$ cat src/rtl/fd_control_unit_pkg.sv
// -----------------------------------------------------------------------------
// fd_control_unit_pkg
// Shared definitions for the FD control unit: RV64 opcode / funct3 / funct7
// constants for the supported subset (ld, sd, add, sub), the FSM state
// encoding, the instruction-kind encoding and the wait-counter limits.
// -----------------------------------------------------------------------------
package fd_control_unit_pkg;

    // Major opcodes
    localparam logic [6:0] OPC_LOAD   = 7'b0000011;
    localparam logic [6:0] OPC_STORE  = 7'b0100011;
    localparam logic [6:0] OPC_OP     = 7'b0110011;

    // funct3 / funct7 values
    localparam logic [2:0] F3_DWORD   = 3'b011;
    localparam logic [2:0] F3_ADDSUB  = 3'b000;
    localparam logic [6:0] F7_ADD     = 7'b0000000;
    localparam logic [6:0] F7_SUB     = 7'b0100000;

    // Memory settle counter
    localparam int WAIT_CNT_W   = 4;
    localparam int MEM_WAIT_MAX = 15;

    // Control FSM states
    typedef enum logic [2:0] {
        ST_IDLE   = 3'd0,
        ST_DECODE = 3'd1,
        ST_WAIT   = 3'd2,
        ST_EXEC   = 3'd3,
        ST_DONE   = 3'd4,
        ST_ERR    = 3'd5
    } fd_state_e;

    // Decoded instruction class; KIND_NONE marks an unsupported encoding
    typedef enum logic [1:0] {
        KIND_NONE = 2'd0,
        KIND_LD   = 2'd1,
        KIND_SD   = 2'd2,
        KIND_ALU  = 2'd3
    } fd_kind_e;

    // Classify an instruction word into one of the supported kinds.
    function automatic fd_kind_e classify(input logic [31:0] w);
        fd_kind_e k;
        k = KIND_NONE;
        case (w[6:0])
            OPC_LOAD: begin
                if (w[14:12] == F3_DWORD) k = KIND_LD;
                else                      k = KIND_NONE;
            end
            OPC_STORE: begin
                if (w[14:12] == F3_DWORD) k = KIND_SD;
                else                      k = KIND_NONE;
            end
            OPC_OP: begin
                if ((w[14:12] == F3_ADDSUB) &&
                    ((w[31:25] == F7_ADD) || (w[31:25] == F7_SUB)))
                    k = KIND_ALU;
                else
                    k = KIND_NONE;
            end
            default: k = KIND_NONE;
        endcase
        return k;
    endfunction

endpackage

$ cat src/rtl/fd_control_unit_instr_decoder.sv
// -----------------------------------------------------------------------------
// fd_control_unit_instr_decoder
// Purely combinational decoder: instruction word -> datapath control fields.
// Fields that an instruction does not use are driven 0; an unsupported
// encoding drives every field 0 and raises illegal_o.
// Ports:
//   instr_i    32-bit instruction word
//   ra_o       rs1 (ALU A / address base)
//   rb_o       rs2 (ALU B / store data)
//   rw_o       rd  (register write address)
//   offset_o   sign-extended immediate
//   op_mem_o   1 = memory access
//   add_sub_o  1 = subtract
//   kind_o     decoded instruction class
//   illegal_o  unsupported encoding
// -----------------------------------------------------------------------------
module fd_control_unit_instr_decoder
    import fd_control_unit_pkg::*;
#(
    parameter int REG_W  = 5,
    parameter int DATA_W = 64
) (
    input  logic [31:0]       instr_i,
    output logic [REG_W-1:0]  ra_o,
    output logic [REG_W-1:0]  rb_o,
    output logic [REG_W-1:0]  rw_o,
    output logic [DATA_W-1:0] offset_o,
    output logic              op_mem_o,
    output logic              add_sub_o,
    output fd_kind_e          kind_o,
    output logic              illegal_o
);

    // Sign-extend a 12-bit immediate to the datapath width.
    function automatic logic [DATA_W-1:0] sext12(input logic [11:0] imm);
        return {{(DATA_W-12){imm[11]}}, imm};
    endfunction

    logic [REG_W-1:0] rs1_s;
    logic [REG_W-1:0] rs2_s;
    logic [REG_W-1:0] rd_s;
    logic [11:0]      imm_i_s;
    logic [11:0]      imm_s_s;

    assign rs1_s   = REG_W'(instr_i[19:15]);
    assign rs2_s   = REG_W'(instr_i[24:20]);
    assign rd_s    = REG_W'(instr_i[11:7]);
    assign imm_i_s = instr_i[31:20];
    assign imm_s_s = {instr_i[31:25], instr_i[11:7]};

    // Field selection per instruction class
    always_comb begin
        ra_o      = '0;
        rb_o      = '0;
        rw_o      = '0;
        offset_o  = '0;
        op_mem_o  = 1'b0;
        add_sub_o = 1'b0;
        kind_o    = classify(instr_i);
        case (kind_o)
            KIND_LD: begin
                ra_o     = rs1_s;
                rw_o     = rd_s;
                offset_o = sext12(imm_i_s);
                op_mem_o = 1'b1;
            end
            KIND_SD: begin
                ra_o     = rs1_s;
                rb_o     = rs2_s;
                offset_o = sext12(imm_s_s);
                op_mem_o = 1'b1;
            end
            KIND_ALU: begin
                ra_o      = rs1_s;
                rb_o      = rs2_s;
                rw_o      = rd_s;
                // funct7 bit 5 distinguishes sub from add
                add_sub_o = instr_i[30];
            end
            default: begin
                ra_o = '0;
            end
        endcase
        illegal_o = (kind_o == KIND_NONE);
    end

endmodule

$ cat src/rtl/fd_control_unit.sv
// -----------------------------------------------------------------------------
// fd_control_unit
// Multi-cycle sequencer for the FD datapath. Accepts one ld/sd/add/sub per
// instr_valid/instr_ready handshake and walks it through
// IDLE -> DECODE -> [WAIT x MEM_WAIT] -> EXEC -> DONE -> IDLE, or
// IDLE -> DECODE -> ERR -> IDLE for unsupported encodings.
// Every output is a register loaded from the next-state logic, so output
// values line up with the state the FSM is in.
// Ports:
//   clk, rst_n                clock, synchronous active-low reset
//   instr, instr_valid        instruction offer
//   instr_ready               high only in IDLE
//   Ra, Rb, Rw, OFFSET        register addresses / sign-extended immediate
//   OP_MEM, ADD_SUB           result select / ALU op
//   WE_reg, WE_mem            single-cycle write strobes in EXEC
//   busy, done, illegal       status (done/illegal are 1-cycle pulses)
//   retired                   wrapping retired-instruction counter
// -----------------------------------------------------------------------------
module fd_control_unit
    import fd_control_unit_pkg::*;
#(
    parameter int REG_W    = 5,
    parameter int DATA_W   = 64,
    parameter int MEM_WAIT = 1,
    parameter int CNT_W    = 32
) (
    input  logic              clk,
    input  logic              rst_n,
    input  logic [31:0]       instr,
    input  logic              instr_valid,
    output logic              instr_ready,
    output logic [REG_W-1:0]  Ra,
    output logic [REG_W-1:0]  Rb,
    output logic [REG_W-1:0]  Rw,
    output logic              WE_reg,
    output logic              WE_mem,
    output logic [DATA_W-1:0] OFFSET,
    output logic              OP_MEM,
    output logic              ADD_SUB,
    output logic              busy,
    output logic              done,
    output logic              illegal,
    output logic [CNT_W-1:0]  retired
);

    localparam logic [WAIT_CNT_W-1:0] MEM_WAIT_C = WAIT_CNT_W'(MEM_WAIT);

    // Decoder outputs
    logic [REG_W-1:0]  dec_ra_s;
    logic [REG_W-1:0]  dec_rb_s;
    logic [REG_W-1:0]  dec_rw_s;
    logic [DATA_W-1:0] dec_offset_s;
    logic              dec_op_mem_s;
    logic              dec_add_sub_s;
    fd_kind_e          dec_kind_s;
    logic              dec_illegal_s;

    // State and output registers
    fd_state_e         state_q,   state_d;
    fd_kind_e          kind_q,    kind_d;
    logic [WAIT_CNT_W-1:0] cnt_q, cnt_d;
    logic [REG_W-1:0]  ra_q,      ra_d;
    logic [REG_W-1:0]  rb_q,      rb_d;
    logic [REG_W-1:0]  rw_q,      rw_d;
    logic [DATA_W-1:0] offset_q,  offset_d;
    logic              op_mem_q,  op_mem_d;
    logic              add_sub_q, add_sub_d;
    logic              we_reg_q,  we_reg_d;
    logic              we_mem_q,  we_mem_d;
    logic              done_q,    done_d;
    logic              illegal_q, illegal_d;
    logic              busy_q,    busy_d;
    logic              ready_q,   ready_d;
    logic [CNT_W-1:0]  retired_q, retired_d;

    // Strobe selection for the EXEC cycle; a write to x0 is dropped.
    logic              strobe_reg_s;
    logic              strobe_mem_s;

    fd_control_unit_instr_decoder #(
        .REG_W  (REG_W),
        .DATA_W (DATA_W)
    ) u_decoder (
        .instr_i   (instr),
        .ra_o      (dec_ra_s),
        .rb_o      (dec_rb_s),
        .rw_o      (dec_rw_s),
        .offset_o  (dec_offset_s),
        .op_mem_o  (dec_op_mem_s),
        .add_sub_o (dec_add_sub_s),
        .kind_o    (dec_kind_s),
        .illegal_o (dec_illegal_s)
    );

    assign strobe_reg_s = ((kind_q == KIND_LD) || (kind_q == KIND_ALU)) && (rw_q != '0);
    assign strobe_mem_s = (kind_q == KIND_SD);

    // Next-state and next-output logic
    always_comb begin
        state_d   = state_q;
        kind_d    = kind_q;
        cnt_d     = cnt_q;
        ra_d      = ra_q;
        rb_d      = rb_q;
        rw_d      = rw_q;
        offset_d  = offset_q;
        op_mem_d  = op_mem_q;
        add_sub_d = add_sub_q;
        we_reg_d  = 1'b0;
        we_mem_d  = 1'b0;
        done_d    = 1'b0;
        illegal_d = 1'b0;
        retired_d = retired_q;

        case (state_q)
            ST_IDLE: begin
                if (instr_valid) begin
                    // Fields are captured on the accept edge so they are
                    // already valid during DECODE.
                    state_d   = ST_DECODE;
                    kind_d    = dec_kind_s;
                    ra_d      = dec_ra_s;
                    rb_d      = dec_rb_s;
                    rw_d      = dec_rw_s;
                    offset_d  = dec_offset_s;
                    op_mem_d  = dec_op_mem_s;
                    add_sub_d = dec_add_sub_s;
                end else begin
                    state_d = ST_IDLE;
                end
            end
            ST_DECODE: begin
                if (kind_q == KIND_NONE) begin
                    state_d   = ST_ERR;
                    illegal_d = 1'b1;
                end else if ((kind_q != KIND_ALU) && (MEM_WAIT_C != '0)) begin
                    state_d = ST_WAIT;
                    cnt_d   = MEM_WAIT_C;
                end else begin
                    state_d  = ST_EXEC;
                    we_reg_d = strobe_reg_s;
                    we_mem_d = strobe_mem_s;
                end
            end
            ST_WAIT: begin
                // The counter holds the cycles still to spend in WAIT,
                // including the current one.
                if (cnt_q <= WAIT_CNT_W'(1)) begin
                    state_d  = ST_EXEC;
                    cnt_d    = '0;
                    we_reg_d = strobe_reg_s;
                    we_mem_d = strobe_mem_s;
                end else begin
                    cnt_d = cnt_q - WAIT_CNT_W'(1);
                end
            end
            ST_EXEC: begin
                state_d   = ST_DONE;
                done_d    = 1'b1;
                retired_d = retired_q + CNT_W'(1);
            end
            ST_DONE, ST_ERR: begin
                state_d   = ST_IDLE;
                kind_d    = KIND_NONE;
                ra_d      = '0;
                rb_d      = '0;
                rw_d      = '0;
                offset_d  = '0;
                op_mem_d  = 1'b0;
                add_sub_d = 1'b0;
            end
            default: begin
                state_d   = ST_IDLE;
                kind_d    = KIND_NONE;
                cnt_d     = '0;
                ra_d      = '0;
                rb_d      = '0;
                rw_d      = '0;
                offset_d  = '0;
                op_mem_d  = 1'b0;
                add_sub_d = 1'b0;
            end
        endcase

        busy_d  = (state_d != ST_IDLE);
        ready_d = (state_d == ST_IDLE);
    end

    // State and output registers with synchronous active-low reset
    always_ff @(posedge clk) begin
        if (!rst_n) begin
            state_q   <= ST_IDLE;
            kind_q    <= KIND_NONE;
            cnt_q     <= '0;
            ra_q      <= '0;
            rb_q      <= '0;
            rw_q      <= '0;
            offset_q  <= '0;
            op_mem_q  <= 1'b0;
            add_sub_q <= 1'b0;
            we_reg_q  <= 1'b0;
            we_mem_q  <= 1'b0;
            done_q    <= 1'b0;
            illegal_q <= 1'b0;
            busy_q    <= 1'b0;
            ready_q   <= 1'b1;
            retired_q <= '0;
        end else begin
            state_q   <= state_d;
            kind_q    <= kind_d;
            cnt_q     <= cnt_d;
            ra_q      <= ra_d;
            rb_q      <= rb_d;
            rw_q      <= rw_d;
            offset_q  <= offset_d;
            op_mem_q  <= op_mem_d;
            add_sub_q <= add_sub_d;
            we_reg_q  <= we_reg_d;
            we_mem_q  <= we_mem_d;
            done_q    <= done_d;
            illegal_q <= illegal_d;
            busy_q    <= busy_d;
            ready_q   <= ready_d;
            retired_q <= retired_d;
        end
    end

    assign instr_ready = ready_q;
    assign Ra          = ra_q;
    assign Rb          = rb_q;
    assign Rw          = rw_q;
    assign WE_reg      = we_reg_q;
    assign WE_mem      = we_mem_q;
    assign OFFSET      = offset_q;
    assign OP_MEM      = op_mem_q;
    assign ADD_SUB     = add_sub_q;
    assign busy        = busy_q;
    assign done        = done_q;
    assign illegal     = illegal_q;
    assign retired     = retired_q;

endmodule

$ cat config.mk
export PLATFORM = sky130hd
export DESIGN_NAME = fd_control_unit
export DESIGN_NICKNAME = d
export VERILOG_FILES = /design/src/rtl/fd_control_unit_pkg.sv /design/src/rtl/fd_control_unit_instr_decoder.sv /design/src/rtl/fd_control_unit.sv
export SDC_FILE = /design/constraint.sdc
export NUM_CORES = 1
export LEC_CHECK = 0
export BUFFER_PORTS_ARGS = -buffer_cell sky130_fd_sc_hd__buf_2
export CAP_MARGIN = 20
export CORE_MARGIN = 2
export CORE_UTILIZATION = 49
export DETAILED_ROUTE_END_ITERATION = 12
export GPL_TIMING_DRIVEN = 0
export PLACE_DENSITY = 0.83
export RECOVER_POWER = 50
export SYNTH_ARGS = -nofsm -noshare
export SYNTH_HDL_FRONTEND = slang
export SYNTH_SLANG_ARGS = --single-unit
$ cat constraint.sdc
create_clock -name clk -period 3.1 [get_ports clk]
set_clock_uncertainty 0.1 [all_clocks]
set_input_delay 0.62 -clock clk [delete_from_list [all_inputs] [get_ports clk]]
set_output_delay 0.62 -clock clk [all_outputs]
set_load 0.005 [all_outputs]
==> results of run 1 <==
-- layer usage --
metal  global-route usage  share of wire  vias up
li1                     -              -     1828
met2               0.4082           0.52      110
met4              0.07338          0.017        0
met5                    0              0        -
met1               0.2861           0.42     1748
met3              0.04475          0.045       16
-- cell type report --
cell class	count	area share
Buffer	68	0.09339
Clock buffer	11	0.02883
Clock inverter	5	0.01735
Inverter	12	0.009186
Multi-Input combinational cell	273	0.3623
Sequential cell	76	0.3103
Tap cell	102	0.02603
Timing Repair Buffer	154	0.1526
-- per-stage QoR --
stage / setup WS, ps / instances
after floorplan: 591.5 / 429
after global placement: 78.84 / 684
after detailed placement: 63.86 / 685
after CTS: 439.8 / 701
after global routing: 161.6 / 701
final: 403.3 / 701
-- worst max-delay path, stage by stage --
cell and delay [ps]:
buf_2 90, nand4bb_1 170, nor3_1 340, o21ai_0 250, inv_1 130, ha_1 310
nor2_1 100, nor3b_1 580, a22oi_1 140, nor2_1 140
-- Yosys cell counts (3+ instances only) --
cell type and count:
clkbuf_1 12, ha_1 11, a32o_1 5, or4_1 9
and3_1 3, a211oi_1 3, and4_1 7, nand2_1 29
nand2b_1 6, or3_1 9, o31ai_1 8, and2_1 4
nor2_1 32, nand4_1 8, a22oi_1 19, buf_2 3
inv_1 11, o21ai_0 12, xor2_1 6, dfxtp_1 76
nor2b_1 4, nor3b_1 3, xnor2_1 3, or2_2 7
nor4_1 7, mux2i_1 7, nand3_1 10, buf_4 52
nor3_1 5, a21oi_1 31
-- where the power goes --
group,total [uW],internal [uW],switching (uW)
clock network,848,479,370
registers,985,981,4.62
logic,101,36.3,64.2
total,1930,1500,439
-- how the worst min path moves through the flow --
stage | start | to | slack (ps)
floorplan | Ra[1] | Ra[1] | 350
global placement | Ra[4] | Ra[4] | 340
detailed placement | Ra[1] | Ra[1] | 350
CTS | Ra[4] | Ra[4] | 360
global route | instr[8] | Rw[1] | 400
finish | Ra[4] | Ra[4] | 360
-- logic make-up (layout without fill, tap and decap cells) --
| logic type | count (synthesis) | after routing | share of synthesized area |
|---|---|---|---|
| simple gates | 155 | 155 | 0.2358 |
| compound gates | 91 | 91 | 0.1585 |
| buf+inv | 80 | 250 | 0.1326 |
| flops | 76 | 76 | 0.3982 |
| fa+ha+maj | 11 | 11 | 0.03602 |
| xor+xnor | 9 | 9 | 0.02063 |
| mux | 7 | 7 | 0.01834 |
==> out/metrics.yaml, run 1 <==
clocking:
  cts.clk_slew.worst_paths_ps: 90
  cts_num_sinks: 76
  cts_buffers: 9
  cts-htree-levels: 3
  tritoncts: "built"
  cts_buffer_depth: 2
  clk_latency_ps: 350
  clockRootBuffer: "clkbuf_8"
  ctsHoldBuffers: 0
  postCtsSetupBuffers: 0
  cts-resized-gates: 0
synthesis:
  synth_seq_cells: 76
  yosysTopAreaCell: "dfxtp_1"
  synth.avg_cell_area_um2: 8.907
  mappedNetlistNets: 475
  syn_inst: 429
  synth_edf_count: 0
  synth_area_leaders: "dfxtp_1 40%, buf_4 10%, a21oi_1 4.1%"
  yosysUniqueCellTypes: 53
  synth_top_area_share: 0.3982
  syn_area_um2: 3821
  async_reset_ff_frac: 0
  ys_seq_area_frac: 0.3982
  yosys_most_used_dff: "dfxtp_1"
  yosysWarnings: 0
pwr:
  leakage_uw: 0.002202
  ir_drop_mv: 0.1839
  report.power.total_uw: 1934
  p_per_area_nw_per_um2: 394.5
setup_path:
  critPathLaunchType: "input pin"
  critPathCapture: "OFFSET[8]"
  arrival_ps: 2880
  r2r-start: "state_q[1]"
  crit_type: "input pin to flip-flop"
  cp_max_fo: 7
  worstPathRequired_ps: 3290
  end_kind: "flip-flop"
  worstRegToRegCells: 5
  critPathLaunch: "instr[3]"
  reg2reg_to: "retired[31]"
  r2r_slack_ps: 940
cells_and_area:
  n_antenna_cell: 0
  area_growth_syn_to_layout_pct: 28.32
  nNetsFinal: 640
  drive_above_1_share: 0.3339
  largest_register_ffs: 32
  fillCellCount: 704
  final_cell_mix: "117 x buf_2, 76 x dfxtp_1, 52 x clkbuf_1, 52 x buf_4, 32 x nor2_1"
  postLayoutCellArea_um2: 4903
  multi_input_area_um2: 1777
  final-seq-area_um2: 1521
  post-route-util: 0.6412
  layout_commonest_cell: "buf_2"
floorplan:
  fp.dieArea_um2: 8520
  fp.coreArea_um2: 7647
  rows: 32
  die_h_um: 92.31
  die_width_um: 92.31
  ioPinCount: 154
  initial_core_util: 0.4997
placement:
  io_buffer_count: 153
  place.gp.congestion: 0.8663
  dpl_cell_area_um2: 4742
  dpl.hpwl_um: 7691
sta:
  hold_viol: 0
  period_minus_slack_ps: 2697
  slew_headroom: 0.5408
  fmax_mhz: 370.8
  finalCritPeriodShare: 0.8699
  rsz0062_at_grt: "no"
  max_slew.worst_pin.slew_ps: 687.2
  finalSetupViolCount: 0
  setup_tns_ps: 0
  drv_slew: 0
  worst_hold_slack_ps: 358.4
min_path:
  hold_path.class: "flip-flop to flip-flop"
  hold_depth: 2
global_route:
  grt_pass1_wl_um: 16010
  grt_pass1_vias: 3423
  grt_max_degree: 39
  grt_overflow_total: 0
  grt_use_total: 0.2322
  antenna_found_initial: 0
detailed_routing:
  wirelength_um: 10160
  wl_per_cell_um: 14.49
  drt-vias-per-instance: 5.281
  dr.first_iter.drc_count: 179
  first_pass_iters: 4
  drc: 0
  route.vias.total: 3702
  ant_nets: 0
status:
  status: "complete, no violations"
run:
  cap_violations: 0
No activity file was read; power rests on OpenSTA's default activity.
==> run 2: changes to the inputs <==
--- a/config.mk
+++ b/config.mk
@@ -5,13 +5,13 @@
 export SDC_FILE = /design/constraint.sdc
 export NUM_CORES = 1
 export LEC_CHECK = 0
-export BUFFER_PORTS_ARGS = -buffer_cell sky130_fd_sc_hd__buf_2
 export CAP_MARGIN = 20
 export CORE_MARGIN = 2
-export CORE_UTILIZATION = 49
+export CORE_UTILIZATION = 63
 export DETAILED_ROUTE_END_ITERATION = 12
+export DONT_BUFFER_PORTS = 1
 export GPL_TIMING_DRIVEN = 0
-export PLACE_DENSITY = 0.83
+export PLACE_DENSITY = 0.81
 export RECOVER_POWER = 50
 export SYNTH_ARGS = -nofsm -noshare
 export SYNTH_HDL_FRONTEND = slang
==> constraint.sdc (replaced) <==
create_clock -name clk -period 3.1 [get_ports clk]
set_clock_uncertainty 0.1 [all_clocks]
set_input_delay 0.62 -clock clk [delete_from_list [all_inputs] [get_ports clk]]
set_output_delay 0.62 -clock clk [all_outputs]
set_load 0.05 [all_outputs]
==> run 2 against run 1 <==
Critical path depth shrank 8. Non-clock buffer count down 153. Highest routed layer unchanged. Combinational power shrank 35%. Critical endpoint is now OFFSET[42]. Die area is 21% lower. Design area down 17%. Sequential power rose by 1%. Via count fell by 14%. First-iteration DRC count shrank 0.56%. Clock power fell by 23%. Routed wire length is 11% lower. Power is 11% lower.
==> out/metrics.yaml, run 2 (same netlist as run 1, synthesis figures left out) <==
status:
  status: "complete, no violations"
detailed_routing:
  dr.first_iter.drc_count: 178
  wl_per_cell_um: 17.45
  wirelength_um: 9093
  route.vias.total: 3191
  first_pass_iters: 5
  ant_nets: 0
  drc: 0
  wl_met3_um: 858
  drt-vias-per-instance: 6.125
  routed.top_layer: "met4"
  drt-met1-wl_um: 3740
  met2_length_um: 4296
clocking:
  cts_buffers: 9
  cts.clk_slew.worst_paths_ps: 80
  ctsHoldBuffers: 0
  cts-htree-levels: 3
  cts_buffer_depth: 2
  tritoncts: "built"
  cts_num_sinks: 76
  clockRootBuffer: "clkbuf_8"
  postCtsSetupBuffers: 0
  cts-resized-gates: 0
  clk_latency_ps: 350
sta:
  setup_tns_ps: 0
  drv_slew: 0
  slew_headroom: 0.01948
  max_slew.worst_pin.slew_ps: 1450
  finalCritPeriodShare: 0.8729
  hold_viol: 0
  period_minus_slack_ps: 2706
  layout_setup_ws_ps: 394.0
  finalSetupViolCount: 0
  fmax_mhz: 369.5
  rsz0062_at_grt: "no"
global_route:
  grt_use_total: 0.2553
  grt_pass1_wl_um: 13280
  grt_pass1_vias: 2816
  grt_max_degree: 53
  grt_overflow_total: 0
  antenna_found_initial: 0
pwr:
  p_int_uw: 1283
  p_per_area_nw_per_um2: 423.6
  ir_drop_mv: 0.3237
  report.power.total_uw: 1718
  clock_power_share: 0.382
  leakage_uw: 0.001527
  comb_power_share: 0.038
  swShare: 0.2533
  power_frac_seq: 0.580
  power.switching_uw: 435.1
setup_path:
  critical_path.cell_chain: "clkbuf_2 -> clkbuf_2"
  worstPathRequired_ps: 2380
  arrival_ps: 1990
  cp_max_fo: 52
  critPathLaunchType: "flip-flop"
  cpMaxStageDelayCell: "clkbuf_2"
  crit_type: "flip-flop to output port"
  path_common_cell: "clkbuf_2"
  slowest_delay_ps: 840
  end_kind: "output port"
placement:
  dpl.hpwl_um: 6658
  io_buffer_count: 0
  pre_cts_ws_ps: 164.1
  place.gp.congestion: 0.9109
floorplan:
  initial_core_util: 0.6492
  ioPinCount: 154
  rows: 28
  fp.dieArea_um2: 6704
  die_h_um: 81.88
  fp.coreArea_um2: 5886
  die_width_um: 81.88
cells_and_area:
  area_growth_syn_to_layout_pct: 6.123
  drive_above_1_share: 0.1906
  layout_commonest_cell: "dfxtp_1"
  final_cell_mix: "75 x dfxtp_1, 49 x buf_4, 32 x nor2_1, 31 x a21oi_1, 29 x nand2_1"
  n_antenna_cell: 0
  fillCellCount: 478
  largest_register_ffs: 32
  nNetsFinal: 487
run:
  cap_violations: 0
min_path:
  hold_path.class: "input pin to flip-flop"
[run 2: power by group through the flow]
stage	combinational (uW)	clock, uW	sequential [uW]
floorplan	50.3	0	1020
global placement	66.9	0	1020
detailed placement	68.0	0	1020
CTS	68.7	664	997
global route	73.6	701	996
finish	66.1	656	996
[run 2: final timing paths]
| kind | slack [ps] | to | from | cells past startpoint |
|---|---|---|---|---|
| max | 390 | OFFSET[42] | OFFSET[62] | 2 |
| min | 300 | Rw[3] | instr[10] | 1 |
| max reg2reg | 440 | OFFSET[7] | state_q[1] | 4 |
| min reg2reg | 400 | cnt_q[3] | cnt_q[3] | 2 |
[run 2: per-layer routing]
layer | GRT usage | vias up
met1 | 0.3258 | 1481
met4 | 0.1117 | 0
met2 | 0.3992 | 159
li1 | - | 1525
met3 | 0.07692 | 26
met5 | 0 | -
[run 2: critical path: cells and delay by family, from the launching register on]
family / cells / cell delay (ps)
buffers and inverters: 2 / 1270
flip-flops: 1 / 350
[run 2: per-stage QoR]
stage / utilization / hold WS (ps) / area, um^2 / cells
2_1_floorplan: - / 358.5 / 3821 / 429
3_3_place_gp: 0.6652 / 373.4 / 3915 / 504
3_5_place_dp: 0.6688 / 381.5 / 3936 / 505
4_1_cts: 0.6973 / 287.8 / 4104 / 521
5_1_grt: 0.6890 / 288.5 / 4055 / 521
6_report: 0.6890 / 296.3 / 4055 / 521
[run 2: final cells by class]
type,count,area [um^2],share of cell area
clock buffers,9,123.9,0.03055
repair buffers,1,5.005,0.001234
plain buffers,68,444.2,0.1095
inverters,12,45.04,0.01111
well taps,75,93.84,0.02314
multi-input cells,273,1777,0.4381
clock inverters,7,43.79,0.01080
flip-flops and latches,76,1523,0.3755
